<file path="src/rtl/d_ff_pipe.sv">
// Purpose : WIDTH-bit, DEPTH-stage delay line with per-stage valid, stall, flush and occupancy.
// Latency : DEPTH enabled edges from d/d_valid to q/q_valid; each stalled cycle adds one.
// Backpr. : none; en=0 freezes every stage and the upstream block must hold its beat.
//
// Ports:
//   clk        - rising-edge clock for all state
//   sync_reset - synchronous active-high reset (beats flush, flush beats en)
//   en         - 1 advances the pipe, 0 holds it
//   flush      - invalidates every stage; data bits are left untouched
//   d, d_valid - input beat
//   q, q_valid - last stage, straight from flops
//   occupancy  - number of stages holding a valid beat, straight from a flop

module d_ff_pipe #(
  parameter int               WIDTH     = 8,
  parameter int               DEPTH     = 4,
  parameter logic [WIDTH-1:0] RESET_VAL = '0
) (
  input  logic                       clk,
  input  logic                       sync_reset,
  input  logic                       en,
  input  logic                       flush,
  input  logic [WIDTH-1:0]           d,
  input  logic                       d_valid,
  output logic [WIDTH-1:0]           q,
  output logic                       q_valid,
  output logic [$clog2(DEPTH+1)-1:0] occupancy
);

  localparam int OCC_W = $clog2(DEPTH + 1);

  logic [WIDTH-1:0] data_q [DEPTH];
  logic [WIDTH-1:0] data_d [DEPTH];
  logic [DEPTH-1:0] valid_q;
  logic [DEPTH-1:0] valid_d;
  logic [OCC_W-1:0] occ_q;
  logic [OCC_W-1:0] occ_d;

  always_comb begin
    data_d  = data_q;
    valid_d = valid_q;
    occ_d   = occ_q;
    if (flush) begin
      // Only the valid bits are cleared; the beat offered this cycle is dropped.
      valid_d = '0;
      occ_d   = '0;
    end else if (en) begin
      data_d[0]  = d;
      valid_d[0] = d_valid;
      for (int i = 1; i < DEPTH; i++) begin
        data_d[i]  = data_q[i-1];
        valid_d[i] = valid_q[i-1];
      end
      // Entry and exit on the same edge cancel. Modular arithmetic keeps the
      // result exact even if the intermediate sum passes 2**OCC_W - 1.
      occ_d = occ_q + OCC_W'(d_valid) - OCC_W'(valid_q[DEPTH-1]);
    end
  end

  always_ff @(posedge clk) begin
    if (sync_reset) begin
      for (int i = 0; i < DEPTH; i++) begin
        data_q[i] <= RESET_VAL;
      end
      valid_q <= '0;
      occ_q   <= '0;
    end else begin
      data_q  <= data_d;
      valid_q <= valid_d;
      occ_q   <= occ_d;
    end
  end

  assign q         = data_q[DEPTH-1];
  assign q_valid   = valid_q[DEPTH-1];
  assign occupancy = occ_q;

endmodule

</file>
<file path="config.mk">
export PLATFORM = sky130hd
export DESIGN_NAME = d_ff_pipe
export DESIGN_NICKNAME = d
export VERILOG_FILES = /design/src/rtl/d_ff_pipe.sv
export SDC_FILE = /design/constraint.sdc
export NUM_CORES = 1
export LEC_CHECK = 0
export CAP_MARGIN = 30
export CORE_ASPECT_RATIO = 0.5
export CORE_UTILIZATION = 35
export DETAILED_ROUTE_END_ITERATION = 8
export GPL_TIMING_DRIVEN = 1
export SLEW_MARGIN = 0
export SYNTH_ARGS = -nofsm -noshare
export SYNTH_HDL_FRONTEND = slang
export SYNTH_SLANG_ARGS = --single-unit
</file>
<file path="constraint.sdc">
create_clock -name clk -period 2 [get_ports clk]
set_clock_uncertainty 0.1 [all_clocks]
set_input_delay 0.2 -clock clk [delete_from_list [all_inputs] [get_ports clk]]
set_output_delay 0.2 -clock clk [all_outputs]
set_load 0.005 [all_outputs]
</file>
# After elaboration in Yosys (flattened, before gate mapping)
# Index checks and enable logic that the tools add are counted.
dict set report word_totals {
  out_inout_bits 12
  register_bits 39
  word_cells 11
  inputBits 13
}
dict set report op_classes {
  bitwise 1
  addsub 2
  reduce_logical 2
}
# operator count
set ops {}
lappend ops {{$add 3x1->3} 1}
lappend ops {{$sub 3x1->3} 1}
lappend ops {{$reduce_and 2->1} 1}
lappend ops {{$reduce_or 2->1} 1}
lappend ops {{$not 1->1} 1}

# Depth between registers and ports, before layout
dict set report logic_depth {
  depth_word 2
  mapped_depth 9
  ltp_nobuf 9
}

# Least setup slack after synthesis
# No wires, ideal clock.
dict set report synth_path {
  path_kind {flip-flop to flip-flop}
  startpoint {register occ_q[0], in the netlist occupancy[0]}
  endpoint {register occ_q[2], in the netlist occupancy[2]}
  path_buffers 0
  setup_time_ns 0.116
  required_ns 1.784
  setup_slack_ns 0.114
  synth_period_minus_slack_ns 1.886
  stages_incl_launch_ff 10
  arrival_ns 1.671
  path_cell_list {dfxtp_1 > inv_1 > ha_1 > inv_1 > ha_1 > inv_1 > fa_1 > xor2_1 > a211oi_2 > a31o_1}
}
dict set report synth_between {
  elab_chain_len 2
}
# item line_no
set synth_rtl {}
lappend synth_rtl {{start: declaration} 36} ;# logic [OCC_W-1:0] occ_q;
lappend synth_rtl {{start signal: assignment} 66} ;# occ_q <= '0;
lappend synth_rtl {{start signal: assignment} 70} ;# occ_q <= occ_d;
lappend synth_rtl {{$add 3x1->3} 56} ;# occ_d = occ_q + OCC_W'(d_valid) - OCC_W'(valid_q[DEPTH-1]);
lappend synth_rtl {{$sub 3x1->3} 56}
# Every way passes these cells.
# A chain may end at the register's enable or synchronous reset.

# Worst setup path in the final report
# Ends and elaborated chain as after synthesis.

==> summary.md <==
| Metric | Value |
|---|---|
| Average size of a mapped cell | 8.26 sq um |
| Startpoint types | flip-flop |
| Top_reg_cell synth | dfxtp_1 |
| Top cell type by total area after synthesis | dfxtp_1 |
| Crit path capture | occupancy[2] |
| R2r endpoint | occupancy[2] |
| DRC violations left | 0 |
| Max Clk Rate | 536 MHz |
| Worst reg2reg startpoint | occupancy[0] |
| Switching portion of total power | 21.7% |
| Worst path required time | 2.13 ns |
| Clk pwr share | 41.8% |
| Cell Pwr Density | 834 nW/um^2 |
| Tightest Hold Check Type | reg2reg |
| Post-Route WL | 2540 um |
| Max cap viols | 0 |
| GRT overflow | 0 |
| Final setup fails | 0 |
| Fin nets | 212 |
| Post-synth net total | 198 |
| Core area | 4000 sq um |
| ANT cells | 0 |
| GPL Wtd Cong | 0.708 |
| CTS Sinks | 39 |
| Dpl hpwl | 1580 um |
| Clock slew at reported path FFs | 0.08 ns |
| CTS tree | yes |
| Post-synth cell types | 20 |
| Hold Crit Start | data_q[26] |
| IO Pins | 25 |
| Fillers | 420 |
| Dpl ws | 0.0308 ns |
| FF/Latch Area | 782 sq um |
| Count leader, synth | nand2_1 |
| FF+latch count, synth | 39 |
| CTS Buf Count | 5 |
| Crit share post-route | 93.3% |
| Initial core utilization | 37.5% |
| Clock buffer depth | 2 |
| Die Ht | 48.3 um |
| CTS Hold Bufs | 0 |
| Synth Instances | 182 |
| CP endpoint kind | flip-flop |
| Post-synth ARST share | 0% |
| Crit path from | occupancy[0] |
| Net Switching | 336 uW |
| Synth area leaders | dfxtp_1, nand2_1, a21oi_1, buf_4, mux2i_1 |
| Final worst slack | 0.135 ns |
| Final instance area | 1850 sq um |
| H-tree levels | 2 |
| Power share of the combinational group | 6.6% |
| IO buf count | 24 |
| Layout cells sized above 1 | 9.14% |
| Initial DRC count | 36 |
| Leak | 0.000651 uW |
| DP Area | 1730 sq um |
| Area share of the largest cell type after synthesis | 52.0% |
| Tot Pwr | 1550 uW |
| Yosys warning count | 0 |
| Routed vias | 1118 |
| Post-route antenna net violation count | 0 |
| Worst-path maximum fanout | 3 |
| First-pass GRT wire length | 4430 um |
| Period minus WS final | 1.87 ns |
| Largest net degree at the start of global routing | 33 |
| Full die area | 4580 sq um |
| All-Layer GR Usage | 12.5% |
| Internal power | 1210 uW |
| Clk root buf | clkbuf_8 |
| Measured slew at the worst slew-check pin | 0.327 ns |
| Vias per cell | 4.45 |
| Cell Area, Synth | 1500 sq um |
| DIE WIDTH | 94.7 um |
| Hold Fails Final Rpt | 0 |
| Status | complete, no violations |
| Worst-case reg-to-reg path depth | 9 |
| VDD IR-drop max | 0.281 mV |
| CP Class | reg2reg |
| RSZ-0062 raised after global routing | false |
| Vias in the first global route | 1029 |
| Register area share after synthesis | 52.0% |
| Rel. slew slack | 78.2% |
| Critical Path AT | 2.00 ns |
| Setup tns final | 0 ns |
| Reg power frac | 51.6% |
| Top cells by count, synth | nand2_1, dfxtp_1, a21oi_1 |
| Slew Limit Fails | 0 |
| Rows | 16 |
| 1st-pass router iterations | 4 |
| Clk Latency, worst-skew pair | 0.28 ns |
| Wire per inst | 10.1 um |
| Synth-to-Final Area Change | 23.3% |
| Post-synth EDFFs | 0 |
| Area of the multi-input gates | 593 sq um |
| Initial antenna violation count | 0 |
| R2R setup slack | 0.13 ns |
[cell families after synthesis]
family	after synthesis	share of synthesized area, %
buffers and inverters	25	9.41
and+or+nand+nor	74	19.2
DFF	39	52.0
AOI/OAI and AO/OA	35	12.6
xor gates and xnor gates	1	0.583
muxes	5	3.33
adders and majority gates	3	3.00
[timing repair]
| item | in CTS | in global routing |
|---|---|---|
| gates resized for setup | 0 | 3 |
| endpoints found under the setup margin | 0 | 1 |
| endpoints found under the hold margin | 0 | 0 |
| setup buffers | 0 | 0 |
[worst min-delay path by stage]
stage | to | slack (ns) | cells past startpoint
final | data_q[18] | 0.35 | 2
after global routing | data_q[19] | 0.38 | 2
after CTS | data_q[29] | 0.35 | 3
after detailed placement | data_q[18] | 0.34 | 2
after global placement | data_q[12] | 0.34 | 2
after floorplan | data_q[25] | 0.24 | 2
[worst max-delay path, stage by stage, from the launching register on]
cell      delay (ns)
dfxtp_2         0.34
inv_1           0.04
ha_1            0.26
inv_1           0.05
ha_1            0.13
inv_1           0.05
fa_2            0.35
xor2_2          0.16
a211oi_2        0.22
a31o_1          0.11
[placed cells by master, fill, tap and decap left out, drive strengths merged]
master         synthesis  layout
nand2b                 1       1
nor2b                  1       1
clkinv                 0       2
nand2                 64      64
bufinv                 0       1
fa                     1       1
a21oi                 32      32
inv                    4       4
buf                   16       4
xor2                   1       1
mux2i                  5       5
ha                     2       2
a211oi                 2       2
or2                    1       1
nor2                   7       7
clkdlybuf4s50          0      24
dfxtp                 39      39
clkbuf                 5       5
a31o                   1       1
[routing by layer]
metal | GRT usage, % | vias to the layer above | routed length (um)
met5 | 0 | - | 0
met4 | 5.30 | 0 | 30
met3 | 5.03 | 5 | 141
met2 | 19.5 | 17 | 1100
met1 | 15.2 | 499 | 1270
li1 | - | 597 | -
[state kept, by name (all words and copies together) (netlist names)]
register / cells
data_q: 24
valid_q: 4
occupancy: 3
q: 8
[power groups by stage]
stage               clock (uW)  combinational, uW  sequential, uW
floorplan                    0               60.2             814
global route               701                113             799
detailed placement           0                101             815
global placement             0                100             815
finish                     646                101             798
CTS                        668                102             797
[area by class of cell]
class | count | area share (%)
Sequential cell | 39 | 42.2
Multi-Input combinational cell | 118 | 32.0
Timing Repair Buffer | 28 | 15.3
Clock buffer | 5 | 3.71
Tap cell | 54 | 3.65
Clock inverter | 3 | 2.36
Inverter | 4 | 0.810
[metrics by stage]
step                      util, %  instances  hold WS [ns]
after global placement       43.2        243         0.337
after global routing         46.3        251         0.375
after floorplan                 -        182         0.235
after CTS                    46.0        251         0.349
after detailed placement     43.2        243         0.343
final                        46.3        251         0.351
No activity file was read; power rests on OpenSTA's default activity.
==> patch 1, RTL diff (same settings) <==
The parameter `DEPTH` goes from 4 to 8.
--- a/src/rtl/d_ff_pipe.sv
+++ b/src/rtl/d_ff_pipe.sv
@@ -14,5 +14,5 @@
 module d_ff_pipe #(
   parameter int               WIDTH     = 8,
-  parameter int               DEPTH     = 4,
+  parameter int               DEPTH     = 8,
   parameter logic [WIDTH-1:0] RESET_VAL = '0
 ) (
Ports: changed (resized occupancy); port bits go from 25 to 26. The function was not compared with the original's and may differ.
==> patch 1 against the original RTL <==
Sequential power rose by 93%. Critical endpoint unchanged. First-iteration DRC count rose to 4.3 times the old value. Routed wire length rose by 89%. Count of clock-buffer cells in the layout rose by 6. Largest cell class unchanged. Design area rose by 81%. Utilization fell by 2.2 points. Largest power group unchanged. Setup slack barely moved. Sequential cell count rose by 37. Total power rose by 100%. Synthesized area rose by 91%.
==> patch 1: results (changes against the original RTL) <==
- Static Leak: 0.00115 uW (+76%)
- Max-cap check violation count: 0 (unchanged)
- H-tree depth: 3 (+1)
- Most flop-heavy register: data_q
- Inst Count DP: 454 (+87%)
- List of most frequent post-synthesis cells: nand2_1, dfxtp_1, a21oi_1, nor2_1
- Total track usage: 0.128 (+0.00310)
- Worst skew pair latency: 0.33 ns (+0.05 ns)
- First-pass iteration count of the detailed router: 4 (unchanged)
- Post-synth EDFFs: 0 (unchanged)
- Max VDD drop: 566 uV (+100%)
- Port Buf Inserts: 25 (+4.2%)
- Setup repair bufs after CTS: 0 (unchanged)
- CTS Root Cell: clkbuf_16
- Mean Syn Cell Area: 8.25 um2 (about the same)
- Seq/Total Area, Yosys: 0.531 (+0.0119)
- Netlist cell types: 21 (+5.0%)
- Final #Nets: 375 (+77%)
- Syn nets: 365 (+84%)
- Tightest Hold Check Type: in2reg
- Max Root-Sink Buffers: 2 (unchanged)
- Placed inst area: 0.00309 mm2 (+78%)
- YS warnings: 0 (unchanged)
- First-pass GRT wire length: 8.19 mm (+85%)
- Vias in the first global route: 1870 (+82%)
- Status: finished clean
- Fin cells: 469 (+87%)
- Layout cells sized above 1: 0.0693 (-0.0221)
- Worst Path Arrival: between 1.5 and 2 ns
- Largest net degree at the start of global routing: 65 (+97%)
- Diodes inserted: 0 (unchanged)
- Num CTS Buffers: 9 (+4)
- Leading post-synthesis cells by cell area: dfxtp_1, nand2_1, a21oi_1, mux2i_1, buf_6
- Worst-Margin Slew: 0.405 ns (+0.0774 ns)
- Final Wtd Congestion: 0.672 (-5.0%)
- Drt via density: 4.55 (+2.2%)
- Routed wire per std cell: 10.2 um (+0.89%)
- Reg clk slew, reported paths: 0.06 ns (-0.02 ns)
- Detailed Place HPWL: 2.93 mm (+86%)
- Initial antenna violation count: 0 (unchanged)
- Number of flip-flops in the largest register: 56 (+130%)
- Detailed Route Iter0 Violations: 155 (+330%)
- CP max FO: 3 (unchanged)
-- patch 1: worst max-delay path: stages, from the launching register on --
cell,delay (ns)
dfxtp_1,0.35
inv_1,0.06
ha_1,0.27
inv_1,0.06
ha_1,0.16
inv_1,0.05
fa_1,0.37
xnor2_1,0.14
mux2i_1,0.13
nor2_1,0.05
-- patch 1: worst paths after layout --
check,cells past startpoint,slack [ns],start,to
setup reg to reg,9,0.14,occupancy[0],occupancy[2]
hold reg to reg,2,0.35,data_q[50],data_q[42]
setup / recovery,9,0.14,occupancy[0],occupancy[2]
hold / removal,3,0.21,sync_reset,valid_q[7]
-- patch 1: per-stage QoR --
step                setup WS [ns]  power, uW
finish                      0.135       3170
global route               0.0356       3300
CTS                         0.129       3230
detailed placement          0.148       1720
global placement            0.215       1710
floorplan                   0.244       1680
-- patch 1: power breakdown --
part	switching [uW]	internal (uW)	total (uW)
registers	7.98	1530	1540
clock network	590	894	1480
logic	89.4	56.3	146
-- patch 1: metal layers --
metal  GRT usage  vias to the layer above  share of wire
met2       0.203                       30           0.44
met4      0.0741                        0          0.018
met3      0.0591                        9          0.040
met1       0.143                      972           0.50
met5           0                        -              0
li1            -                     1123              -
-- patch 1: final cells by class --
type | count | area [um2]
Fill cell | 755 | 4260
Sequential cell | 76 | 1520
Multi-Input combinational cell | 233 | 1100
Timing Repair Buffer | 31 | 303
Clock buffer | 11 | 253
Tap cell | 108 | 135
Clock inverter | 4 | 25.0
Inverter | 6 | 22.5
-- patch 1: cell families after synthesis --
family / count (synthesis) / share of synthesized area
simple gates: 148 / 0.199
flops: 76 / 0.531
compound gates: 69 / 0.122
buf+inv: 38 / 0.0844
mux: 10 / 0.0350
fa+ha+maj: 5 / 0.0245
xor+xnor: 1 / 0.00306
==> patch 2, RTL diff (same flow settings) <==
Without the edit above. Make the reset (`sync_reset`) asynchronous in one clocked block. Comments in the files are not updated.
--- a/src/rtl/d_ff_pipe.sv
+++ b/src/rtl/d_ff_pipe.sv
@@ -58,5 +58,5 @@
   end
 
-  always_ff @(posedge clk) begin
+  always_ff @(posedge clk or posedge sync_reset) begin
     if (sync_reset) begin
       for (int i = 0; i < DEPTH; i++) begin
Behaviour: differs if sync_reset is asserted again (counterexample within 4 cycles, from zero or initial values and one cycle with sync_reset high); with sync_reset held inactive, the same outputs for 10 cycles.
==> patch 2 against the original RTL <==
First-iteration DRC count down 31%. Utilization down 0.055 points. Routed wire length down 2.8%. Design area up 16%. Synthesized area up 19%. Non-clock buffer count up 2. Sequential cell count unchanged. Global-route usage down 1.5 points. Setup slack worse by 0.052 ns.
Power is not compared: it rests on default switching activity, and its combinational part moved more than twofold at a synthesized area within 25%.
==> patch 2: results (changes against the original RTL) <==
- Vias in the first global route: 873 (-15%)
- Wl on met1: 1.23 mm (-2.8%)
- Inst Count DP: 191 (-21%)
- Final wirelength: 2.47 mm (-2.8%)
- M1 GR Usage: 0.141 (-0.0108)
- Syn nets: 127 (-36%)
- Fin cells: 201 (-20%)
- Leading post-synthesis cells by cell area: dfrtp_1, mux2_4, buf_12, mux2i_1, buf_4
- Placed inst area: 0.00201 mm2 (+16%)
- Netlist cell types: 16 (-20%)
- Post-synth top flop: dfrtp_1
- R2R depth: 8 (-1)
- Worst r2r src: valid_q[3]
- Tightest Hold Check Type: in2async
- Detailed Place HPWL: 1.56 mm (-1.4%)
- Seq/Total Area, Yosys: 0.544 (+0.0240)
- Met3 WL post-DR: 123 um (-13%)
- Final #Nets: 150 (-29%)
- First-pass GRT wire length: 4.13 mm (-6.7%)
- Final Wtd Congestion: 0.640 (-9.5%)
- Max stage delay on crit path: 0.40 ns (+0.05 ns)
- List of most frequent post-synthesis cells: dfrtp_1, mux2_4, buf_4, nor2_1, mux2i_1
- Synth Area in Adders: 0.0251 (-0.00489)
- Mux share of post-synthesis cell area: 0.297 (+0.264)
- Total track usage: 0.110 (-0.0152)
- FFs w/ async S/R, synth: 1.00 (+1.00)
- First-pass iteration count of the detailed router: 2 (-2)
- Detailed Route Iter0 Violations: 25 (-31%)
- Status: finished clean
- Largest net degree at the start of global routing: 40 (+21%)
[patch 2: cell count changes in the layout (fill, tap and decap cells not counted), moves of 2 or more]
| cell | before | now |
|---|---|---|
| mux2_4 | 0 | 30 |
| mux2_2 | 0 | 2 |
| dfrtp_1 | 0 | 39 |
| a21oi_1 | 32 | 0 |
| dfxtp_1 | 38 | 0 |
| buf_4 | 3 | 5 |
| nand2_1 | 64 | 0 |
[patch 2: stage by stage]
| stage | worst slack, ns | utilization | hold slack (ns) | TNS, ns |
|---|---|---|---|---|
| after floorplan | 0.0909 | - | 0.248 | 0 |
| after global placement | 0.0641 | 0.431 | 0.383 | 0 |
| after detailed placement | 0.0460 | 0.431 | 0.394 | 0 |
| after CTS | 0.0280 | 0.456 | 0.250 | 0 |
| after global routing | -0.0303 | 0.462 | 0.270 | -0.0303 |
| final | 0.0833 | 0.462 | 0.234 | 0 |
[patch 2: worst max-delay path by stage]
stage,start,endpoint,slack [ns]
4_1_cts,valid_q[3],occupancy[2],0.03
3_3_place_gp,valid_q[3],occupancy[2],0.06
5_1_grt,occupancy[0],occupancy[2],-0.03
2_1_floorplan,valid_q[3],occupancy[2],0.09
6_report,valid_q[3],occupancy[2],0.08
3_5_place_dp,valid_q[3],occupancy[2],0.05
[patch 2: timing repair]
item / CTS / global route
setup endpoints to repair: 0 / 1
hold endpoints to repair: 0 / 0
gates resized for setup: 0 / 3
setup buffers: 0 / 2
[patch 2: layout make-up]
cell class	instances	area [um2]	area share
inverter	5	18.8	0.00872
clock buffer	6	82.6	0.0383
tap	66	82.6	0.0383
timing repair buffer	30	298	0.138
clock inverter	2	35.0	0.0163
sequential	39	976	0.453
multi-input combinational	53	661	0.307
